**src/rtl/mem_arbiter_if.sv**
```systemverilog
// Bus bundle between the two cache requesters, the arbiter and Data_Memory.
// Signal suffixes are named from the arbiter's point of view.
interface mem_arbiter_if #(
    parameter int DATA_W = 256,
    parameter int ADDR_W = 32
);
    logic              p0_enable_i;
    logic              p0_write_i;
    logic [ADDR_W-1:0] p0_addr_i;
    logic [DATA_W-1:0] p0_data_i;
    logic              p0_ack_o;
    logic [DATA_W-1:0] p0_data_o;

    logic              p1_enable_i;
    logic              p1_write_i;
    logic [ADDR_W-1:0] p1_addr_i;
    logic [DATA_W-1:0] p1_data_i;
    logic              p1_ack_o;
    logic [DATA_W-1:0] p1_data_o;

    logic              mem_enable_o;
    logic              mem_write_o;
    logic [ADDR_W-1:0] mem_addr_o;
    logic [DATA_W-1:0] mem_data_o;
    logic              mem_ack_i;
    logic [DATA_W-1:0] mem_data_i;

    logic [1:0]        grant_o;
    logic              timeout_o;

    // Arbiter side
    modport slave (
        input  p0_enable_i, p0_write_i, p0_addr_i, p0_data_i,
        input  p1_enable_i, p1_write_i, p1_addr_i, p1_data_i,
        input  mem_ack_i, mem_data_i,
        output p0_ack_o, p0_data_o, p1_ack_o, p1_data_o,
        output mem_enable_o, mem_write_o, mem_addr_o, mem_data_o,
        output grant_o, timeout_o
    );

    // Environment side (caches + memory)
    modport master (
        output p0_enable_i, p0_write_i, p0_addr_i, p0_data_i,
        output p1_enable_i, p1_write_i, p1_addr_i, p1_data_i,
        output mem_ack_i, mem_data_i,
        input  p0_ack_o, p0_data_o, p1_ack_o, p1_data_o,
        input  mem_enable_o, mem_write_o, mem_addr_o, mem_data_o,
        input  grant_o, timeout_o
    );
endinterface

```
**src/rtl/mem_arbiter.sv**
```systemverilog
// Two-port arbiter sharing the Data_Memory line port between the
// instruction cache (port 0) and the data cache (port 1), with a watchdog
// that aborts transactions the memory never acknowledges.
module mem_arbiter #(
    parameter int          DATA_W  = 256,
    parameter int          ADDR_W  = 32,
    parameter int          RR_MODE = 1,
    parameter int unsigned TIMEOUT = 64
) (
    input  logic          clk_i,
    input  logic          rst_i,
    mem_arbiter_if.slave  bus
);
    localparam int WD_W = (TIMEOUT > 2) ? $clog2(TIMEOUT) : 1;

    typedef enum logic [1:0] {IDLE, ISSUE, DONE} state_t;

    state_t            state_q, state_d;
    logic              last_q, last_d;
    logic              owner_q, owner_d;
    logic [WD_W-1:0]   wdog_q, wdog_d;
    logic              mem_enable_q, mem_enable_d;
    logic              mem_write_q, mem_write_d;
    logic [ADDR_W-1:0] mem_addr_q, mem_addr_d;
    logic [DATA_W-1:0] mem_data_q, mem_data_d;
    logic              p0_ack_q, p0_ack_d;
    logic              p1_ack_q, p1_ack_d;
    logic [DATA_W-1:0] p0_data_q, p0_data_d;
    logic [DATA_W-1:0] p1_data_q, p1_data_d;
    logic [1:0]        grant_q, grant_d;
    logic              timeout_q, timeout_d;
    logic              pick;
    logic              finish;

    // Next-state and registered-output computation
    always_comb begin
        state_d      = state_q;
        last_d       = last_q;
        owner_d      = owner_q;
        wdog_d       = wdog_q;
        mem_enable_d = mem_enable_q;
        mem_write_d  = mem_write_q;
        mem_addr_d   = mem_addr_q;
        mem_data_d   = mem_data_q;
        p0_ack_d     = 1'b0;
        p1_ack_d     = 1'b0;
        p0_data_d    = p0_data_q;
        p1_data_d    = p1_data_q;
        grant_d      = grant_q;
        timeout_d    = 1'b0;
        pick         = 1'b0;
        finish       = 1'b0;

        case (state_q)
            IDLE: begin
                if (bus.p0_enable_i && bus.p1_enable_i) begin
                    pick = (RR_MODE != 0) ? ~last_q : 1'b0;
                end else begin
                    pick = bus.p1_enable_i;
                end
                if (bus.p0_enable_i || bus.p1_enable_i) begin
                    owner_d      = pick;
                    last_d       = pick;
                    grant_d      = pick ? 2'b10 : 2'b01;
                    mem_enable_d = 1'b1;
                    mem_write_d  = pick ? bus.p1_write_i : bus.p0_write_i;
                    mem_addr_d   = pick ? bus.p1_addr_i  : bus.p0_addr_i;
                    mem_data_d   = pick ? bus.p1_data_i  : bus.p0_data_i;
                    wdog_d       = '0;
                    state_d      = ISSUE;
                end
            end
            ISSUE: begin
                finish = bus.mem_ack_i || (wdog_q == WD_W'(TIMEOUT - 1));
                if (finish) begin
                    mem_enable_d = 1'b0;
                    p0_ack_d     = ~owner_q;
                    p1_ack_d     = owner_q;
                    timeout_d    = ~bus.mem_ack_i;
                    if (bus.mem_ack_i && !mem_write_q) begin
                        if (owner_q) p1_data_d = bus.mem_data_i;
                        else         p0_data_d = bus.mem_data_i;
                    end
                    state_d = DONE;
                end else begin
                    wdog_d = wdog_q + WD_W'(1);
                end
            end
            DONE: begin
                grant_d = '0;
                state_d = IDLE;
            end
            default: state_d = IDLE;
        endcase
    end

    // State and output registers with synchronous active-low reset
    always_ff @(posedge clk_i) begin
        if (!rst_i) begin
            state_q      <= IDLE;
            last_q       <= 1'b1;
            owner_q      <= 1'b0;
            wdog_q       <= '0;
            mem_enable_q <= 1'b0;
            mem_write_q  <= 1'b0;
            mem_addr_q   <= '0;
            mem_data_q   <= '0;
            p0_ack_q     <= 1'b0;
            p1_ack_q     <= 1'b0;
            p0_data_q    <= '0;
            p1_data_q    <= '0;
            grant_q      <= '0;
            timeout_q    <= 1'b0;
        end else begin
            state_q      <= state_d;
            last_q       <= last_d;
            owner_q      <= owner_d;
            wdog_q       <= wdog_d;
            mem_enable_q <= mem_enable_d;
            mem_write_q  <= mem_write_d;
            mem_addr_q   <= mem_addr_d;
            mem_data_q   <= mem_data_d;
            p0_ack_q     <= p0_ack_d;
            p1_ack_q     <= p1_ack_d;
            p0_data_q    <= p0_data_d;
            p1_data_q    <= p1_data_d;
            grant_q      <= grant_d;
            timeout_q    <= timeout_d;
        end
    end

    assign bus.mem_enable_o = mem_enable_q;
    assign bus.mem_write_o  = mem_write_q;
    assign bus.mem_addr_o   = mem_addr_q;
    assign bus.mem_data_o   = mem_data_q;
    assign bus.p0_ack_o     = p0_ack_q;
    assign bus.p1_ack_o     = p1_ack_q;
    assign bus.p0_data_o    = p0_data_q;
    assign bus.p1_data_o    = p1_data_q;
    assign bus.grant_o      = grant_q;
    assign bus.timeout_o    = timeout_q;
endmodule

```
**src/flat_wrapper.sv**
```systemverilog
// flat-port wrapper written by rule: the top's interface ports become plain ports
module mem_arbiter_flat 
#(
    parameter int          DATA_W  = 256,
    parameter int          ADDR_W  = 32,
    parameter int          RR_MODE = 1,
    parameter int unsigned TIMEOUT = 64
)
  (clk_i, rst_i, bus_p0_enable_i, bus_p0_write_i, bus_p0_addr_i, bus_p0_data_i, bus_p1_enable_i, bus_p1_write_i, bus_p1_addr_i, bus_p1_data_i, bus_mem_ack_i, bus_mem_data_i, bus_p0_ack_o, bus_p0_data_o, bus_p1_ack_o, bus_p1_data_o, bus_mem_enable_o, bus_mem_write_o, bus_mem_addr_o, bus_mem_data_o, bus_grant_o, bus_timeout_o);
  mem_arbiter_if #(.DATA_W(DATA_W), .ADDR_W(ADDR_W)) bus_i ();
  input  logic clk_i;
  input  logic rst_i;
  input wire logic [$bits(bus_i.p0_enable_i)-1:0] bus_p0_enable_i;
  input wire logic [$bits(bus_i.p0_write_i)-1:0] bus_p0_write_i;
  input wire logic [$bits(bus_i.p0_addr_i)-1:0] bus_p0_addr_i;
  input wire logic [$bits(bus_i.p0_data_i)-1:0] bus_p0_data_i;
  input wire logic [$bits(bus_i.p1_enable_i)-1:0] bus_p1_enable_i;
  input wire logic [$bits(bus_i.p1_write_i)-1:0] bus_p1_write_i;
  input wire logic [$bits(bus_i.p1_addr_i)-1:0] bus_p1_addr_i;
  input wire logic [$bits(bus_i.p1_data_i)-1:0] bus_p1_data_i;
  input wire logic [$bits(bus_i.mem_ack_i)-1:0] bus_mem_ack_i;
  input wire logic [$bits(bus_i.mem_data_i)-1:0] bus_mem_data_i;
  output wire logic [$bits(bus_i.p0_ack_o)-1:0] bus_p0_ack_o;
  output wire logic [$bits(bus_i.p0_data_o)-1:0] bus_p0_data_o;
  output wire logic [$bits(bus_i.p1_ack_o)-1:0] bus_p1_ack_o;
  output wire logic [$bits(bus_i.p1_data_o)-1:0] bus_p1_data_o;
  output wire logic [$bits(bus_i.mem_enable_o)-1:0] bus_mem_enable_o;
  output wire logic [$bits(bus_i.mem_write_o)-1:0] bus_mem_write_o;
  output wire logic [$bits(bus_i.mem_addr_o)-1:0] bus_mem_addr_o;
  output wire logic [$bits(bus_i.mem_data_o)-1:0] bus_mem_data_o;
  output wire logic [$bits(bus_i.grant_o)-1:0] bus_grant_o;
  output wire logic [$bits(bus_i.timeout_o)-1:0] bus_timeout_o;
  assign bus_i.p0_enable_i = bus_p0_enable_i;
  assign bus_i.p0_write_i = bus_p0_write_i;
  assign bus_i.p0_addr_i = bus_p0_addr_i;
  assign bus_i.p0_data_i = bus_p0_data_i;
  assign bus_i.p1_enable_i = bus_p1_enable_i;
  assign bus_i.p1_write_i = bus_p1_write_i;
  assign bus_i.p1_addr_i = bus_p1_addr_i;
  assign bus_i.p1_data_i = bus_p1_data_i;
  assign bus_i.mem_ack_i = bus_mem_ack_i;
  assign bus_i.mem_data_i = bus_mem_data_i;
  assign bus_p0_ack_o = bus_i.p0_ack_o;
  assign bus_p0_data_o = bus_i.p0_data_o;
  assign bus_p1_ack_o = bus_i.p1_ack_o;
  assign bus_p1_data_o = bus_i.p1_data_o;
  assign bus_mem_enable_o = bus_i.mem_enable_o;
  assign bus_mem_write_o = bus_i.mem_write_o;
  assign bus_mem_addr_o = bus_i.mem_addr_o;
  assign bus_mem_data_o = bus_i.mem_data_o;
  assign bus_grant_o = bus_i.grant_o;
  assign bus_timeout_o = bus_i.timeout_o;
  mem_arbiter #(.DATA_W(DATA_W), .ADDR_W(ADDR_W), .RR_MODE(RR_MODE), .TIMEOUT(TIMEOUT)) u_core (.clk_i(clk_i), .rst_i(rst_i), .bus(bus_i));
endmodule
```
**config.mk**
```make
export PLATFORM = sky130hd
export DESIGN_NAME = mem_arbiter_flat
export DESIGN_NICKNAME = d
export VERILOG_FILES = /design/src/rtl/mem_arbiter_if.sv /design/src/rtl/mem_arbiter.sv /design/src/flat_wrapper.sv
export SDC_FILE = /design/constraint.sdc
export NUM_CORES = 2
export LEC_CHECK = 0
export CORE_AREA = 2 2 642 644
export DETAILED_ROUTE_END_ITERATION = 12
export DIE_AREA = 0 0 644 646
export PLACE_DENSITY_LB_ADDON = 0.05
export SLEW_MARGIN = 15
export SYNTH_ARGS = -nofsm -noshare
export SYNTH_HDL_FRONTEND = slang
export SYNTH_SLANG_ARGS = --single-unit
export TNS_END_PERCENT = 100
```
**constraint.sdc**
```tcl
create_clock -name clk_i -period 3.3 [get_ports clk_i]
set_input_delay 0.495 -clock clk_i [delete_from_list [all_inputs] [get_ports clk_i]]
set_output_delay 0.495 -clock clk_i [all_outputs]
set_load 0.005 [all_outputs]
```
==> Word-level counts from Yosys, hierarchy flattened <==
Cells that the tools add are included.
{ "totals": {"in_bits": 839, "word_cells": 57, "register_bits": 817} }
{ "classes": {"bitwise": 3, "add_sub_neg": 1, "eq_ne": 6, "reduce_logical": 16, "mux": 17} }
{ "ops": {"columns": ["op", "n"], "rows": [
  ["256-bit two-way mux", 1],
  ["32-bit two-way mux", 1],
  ["6-bit two-way mux", 2],
  ["6-bit case mux with 2 select lines", 1],
  ["3-bit AND reduction", 3],
  ["2-bit two-way mux", 4],
  ["2-bit case mux with 2 select lines", 2],
  ["4-bit AND reduction", 2],
  ["6-bit by 1-bit adder with 6-bit output, second input constant", 1],
  ["6-bit equality test, second input constant", 1],
  ["2-bit AND reduction", 3],
  ["1-bit two-way mux", 5],
  ["2-bit by 1-bit inequality test with 1-bit output, second input constant", 2],
  ["2-bit nonzero test", 2],
  ["1-bit inverter", 3],
  ["2-bit by 1-bit equality test with 1-bit output, second input constant", 1],
  ["2-bit equality test, second input constant", 1],
  ["1-bit logical AND", 2],
  ["2-bit logical NOT", 1],
  ["1-bit logical OR", 2],
  ["2-bit inequality test, second input constant", 1],
  ["1-bit case mux with 2 select lines", 1],
  ["1-bit logical NOT", 1]
]} }

==> Logic depth before layout (Yosys ltp) <==
{ "logic_depth": {"depth_word": 6, "ltp_mapped": 7, "depth_no_buf": 5} }

==> Least setup slack after synthesis <==
Ideal clock, no wire load.
{ "synth_path": {"path_kind": "input port to flip-flop", "start": "in bus_mem_ack_i", "end": "reg u_core.p0_data_q[215], in the netlist u_core.bus.p0_data_o[215]", "slack_ns": 1.617, "path_stages": 7, "n_path_buf": 3, "setup_time_ns": 0.070, "arrival_ns": 1.613, "path_cell_list": "clkbuf_1 nand2_1 nor4_2 buf_2 buf_2 nand2_1 a21oi_1"} }
{ "synth_via": {"elab_chain_len": 2} }
{ "synth_rtl": {"columns": ["element", "line", "source"], "rows": [
  ["from (decl)", "flat_wrapper.sv:21", "input wire logic [$bits(bus_i.mem_ack_i)-1:0] bus_mem_ack_i;"],
  ["1-bit logical AND / 1-bit logical OR (equally long branches)", "mem_arbiter.sv:80, mem_arbiter.sv:74", null],
  ["4-bit AND reduction (no line) (*)", null, null],
  ["to (signal assigned)", "mem_arbiter.sv:125", "p0_data_q <= p0_data_d;"],
  ["to (decl)", "mem_arbiter.sv:28", "logic [DATA_W-1:0] p0_data_q, p0_data_d;"]
]} }
Mark *: on every way between the ends. The rest lies on a longest branch, timed or not.
A chain may end at the register's enable or synchronous reset.

==> Final worst setup path <==
{ "layout_path": {"start": "reg u_core.mem_write_q, in the netlist u_core.bus.mem_write_o", "end": "out bus_mem_write_o"} }
{ "layout_rtl": {"columns": ["element", "line", "source"], "rows": [
  ["from (decl)", "mem_arbiter.sv:23", "logic mem_write_q, mem_write_d;"],
  ["from (signal assigned)", "mem_arbiter.sv:120", "mem_write_q <= mem_write_d;"],
  ["to (decl)", "flat_wrapper.sv:28", "output wire logic [$bits(bus_i.mem_write_o)-1:0] bus_mem_write_o;"]
]} }
No word-level cell between the ends.

==> impl_metrics.ini <==
[power]
cellPowerDensity_nw_per_um2 = 534
p_leak_nw = 18.0
total_power_mw = 29.9
vdd_drop_max_uv = 285

[clock_network]
cts_tree = built
root_buffer = clkbuf_16
h-tree-depth = 4
clock-sinks = 817
cts_buffers = 138
path_clk_slew_ns = 0.06
cts_resized = 0
hold_buffers = 0
cts.path.max_buffers = 4
postCtsSetupRepairBufs = 0
clkLatencyLatePin_ns = 0.83

[synthesis]
synthMuxAreaShare_pct = 0.0397
synth_top_family_by_area = compound AO/OA/AOI/OAI gates
ys_seq_area_share_pct = 57.7
synthFlopType = dfxtp_1
synth_cell_types = 33
synth.largest_area_cell = dfxtp_1
synth_area_sq_um = 28400
ys_warn_count = 0
synth-seq-cells = 817
synthAdderAreaFrac_pct = 0.0441
synth-compound-area-share_pct = 19.7
synth_edf_count = 0
synthesis.nets = 4136
synthSimpleGateAreaFrac_pct = 18.1
synthXorXnorAreaFrac_pct = 0
yosysTopAreaCellShare_pct = 57.7
synthMostInstantiatedCell = nand2_1
avgSynthCellArea_sq_um = 8.60
synth.top_cells.by_count = nand2_1 (1,029), dfxtp_1 (817), a21oi_1 (519)
synthTopCellsByArea = dfxtp_1 (58%), nand2_1 (14%), a222oi_1 (10%), a21oi_1 (9.2%), nor2_1 (3.9%)
netlist_instances = 3296
synthArstFlopShare_pct = 0

[sta]
whs_ns = 0.244
hold_viol_final = 0
slew_viol_final = 0
finalSetupTns_ns = 0
finalCriticalPeriod_ns = 2.77
rsz0062_at_grt = no
relSlewSlack_pct = 32.8
skew_ns = 0.0284
fin_crit_sh_pct = 84.1
fmaxAchievable_ghz = 0.360
tightestPinTransition_ns = 1.01
setup_viol_count_final = 0

[finish]
fin_util_pct = 13.7
nets = 5717
drive_above_1_share_pct = 5.77
final_area_sq_um = 56100
area_growth_pct = 97.9

[grt]
antenna_found_initial = 235
grt_overflow_total = 0
track_usage_pct = 12.7
grt_pass1_wl_microns = 353000
first_global_vias = 32700
grt_max_degree = 118

[place]
placed_cell_area_sq_um = 51800
place_congestion = 0.757
hpwl_microns = 215000
io_buffers = 1645

[critical_path]
reg2reg_depth = 6
arrival_ns = 2.28
crit_path_top_delay_cell = clkdlybuf4s50_1
cp_cell_sequence = clkdlybuf4s50_1
r2r-start = u_core.state_q[0]
reg2reg_to = u_core.bus.p0_data_o[74]
critPathMaxStageDelay_ns = 0.76
critPathKind = reg -> out
r2r_setup_slack_ns = 1.03
crit_path_max_fanout = 5
cp_num_buf_inv = 1
crit_required_ns = 2.80
end_kind = primary output
cp_top_family = buffers and inverters
start_kind = flip-flop

[routing]
wl_met2_microns = 149000
firstDrtPassIters = 9
m1WireLength_microns = 91700
num_vias = 32200
drt-total-wl_microns = 277000
first_iter_violations = 2481
viasPerCell = 3.08
met3_length_microns = 27200
dr.max_layer_used = met5
wl_per_cell_microns = 26.5
drc_errors = 0
ant_nets = 0

[floorplanning]
start_util_pct = 6.94
dieArea_sq_um = 416000
fp.dieH_microns = 646
dieWidth_microns = 644
rows = 235
ios = 1646
coreArea_sq_um = 409000

[worst_hold_path]
hold_class = in -> reg
min-delay-start = bus_mem_data_i[193]
whs_path_depth = 3
min_to = u_core.bus.p1_data_o[193]

[flow_run]
cap_violations = 0

[outcome]
outcome = finished, final reports clean
[where the power goes]
part,internal (mW),switching [mW],leakage (nW)
logic,2.40,2.34,9.33
registers,10.4,0.373,6.65
clock network,8.47,5.96,2.06
[how the worst max path moves through the flow]
| stage | startpoint | to | slack [ns] | cells past startpoint |
|---|---|---|---|---|
| CTS | u_core.bus.mem_write_o | bus_mem_write_o | 0.29 | 1 |
| global placement | bus_p1_enable_i | u_core.bus.mem_data_o[27] | 0.69 | 6 |
| finish | u_core.bus.mem_write_o | bus_mem_write_o | 0.53 | 1 |
| floorplan | bus_mem_ack_i | u_core.bus.p0_data_o[215] | 1.62 | 7 |
| global route | u_core.bus.mem_write_o | bus_mem_write_o | 0.38 | 1 |
| detailed placement | bus_p1_enable_i | u_core.bus.mem_data_o[71] | 0.67 | 7 |
[metrics by stage]
stage	setup slack, ns	instances
final	0.525	10500
after global routing	0.378	10400
after CTS	0.285	10400
after detailed placement	0.675	10200
after global placement	0.688	10200
after floorplan	1.62	3296
[worst reg2reg max path: stages, from the launching register on]
cell and delay, ns:
dfxtp_1 0.64, nand2_1 0.25, nor4_4 0.32, buf_12 0.29
buf_12 0.35, nand2_1 0.21, a21oi_1 0.14
[cells by family (layout without fill, tap and decap cells)]
family | after synthesis | in the layout
AO/OA/AOI/OAI | 822 | 822
adder cells (fa/ha/maj) | 1 | 1
buffers and inverters | 305 | 1967
flip-flops | 817 | 817
multiplexers | 1 | 1
other | 0 | 46
AND/OR/NAND/NOR | 1350 | 1350
[layout make-up]
cell class,count,area (sq um)
Multi-Input combinational cell,2174,10800
Clock inverter,15,156
Tap cell,5451,6820
Antenna cell,46,115
Clock buffer,206,4030
Fill cell,46600,353000
Inverter,5,26.3
Timing Repair Buffer,1741,17800
Sequential cell,817,16400
[per-layer routing]
metal | track usage [%] | vias up
met5 | 0 | -
met4 | 2.71 | 108
met3 | 5.72 | 590
met2 | 24.9 | 1516
met1 | 12.0 | 15300
li1 | - | 14700
[state kept, by name, indices dropped and copies added, names as in the netlist, 2 cells and up]
name and cells:
u_core.bus.p1_data_o 256, u_core.state_q 2, u_core.bus.grant_o 2, u_core.bus.p0_data_o 256
u_core.wdog_q 6, u_core.bus.mem_addr_o 32, u_core.bus.mem_data_o 256
[cells in the final DEF (no fill, tap or decap), types with 2 or more instances in the layout]
master | Yosys | final
clkdlybuf4s50_1 | 0 | 1645
nand2_1 | 1029 | 1029
dfxtp_1 | 817 | 817
a21oi_1 | 519 | 519
nor2_1 | 296 | 296
a222oi_1 | 289 | 289
clkbuf_16 | 0 | 142
buf_12 | 0 | 50
diode_2 | 0 | 46
buf_4 | 2 | 46
clkbuf_1 | 210 | 40
clkbuf_8 | 0 | 24
nand3_1 | 8 | 8
clkinv_2 | 0 | 7
inv_1 | 5 | 4
nand4_1 | 4 | 4
inv_6 | 0 | 4
nor4_4 | 0 | 2
o21ai_0 | 2 | 2
and3_4 | 0 | 2
nor3b_1 | 2 | 2
o211ai_1 | 2 | 2
a31oi_1 | 2 | 2
inv_16 | 0 | 2
Power figures use the tool's default switching activity.
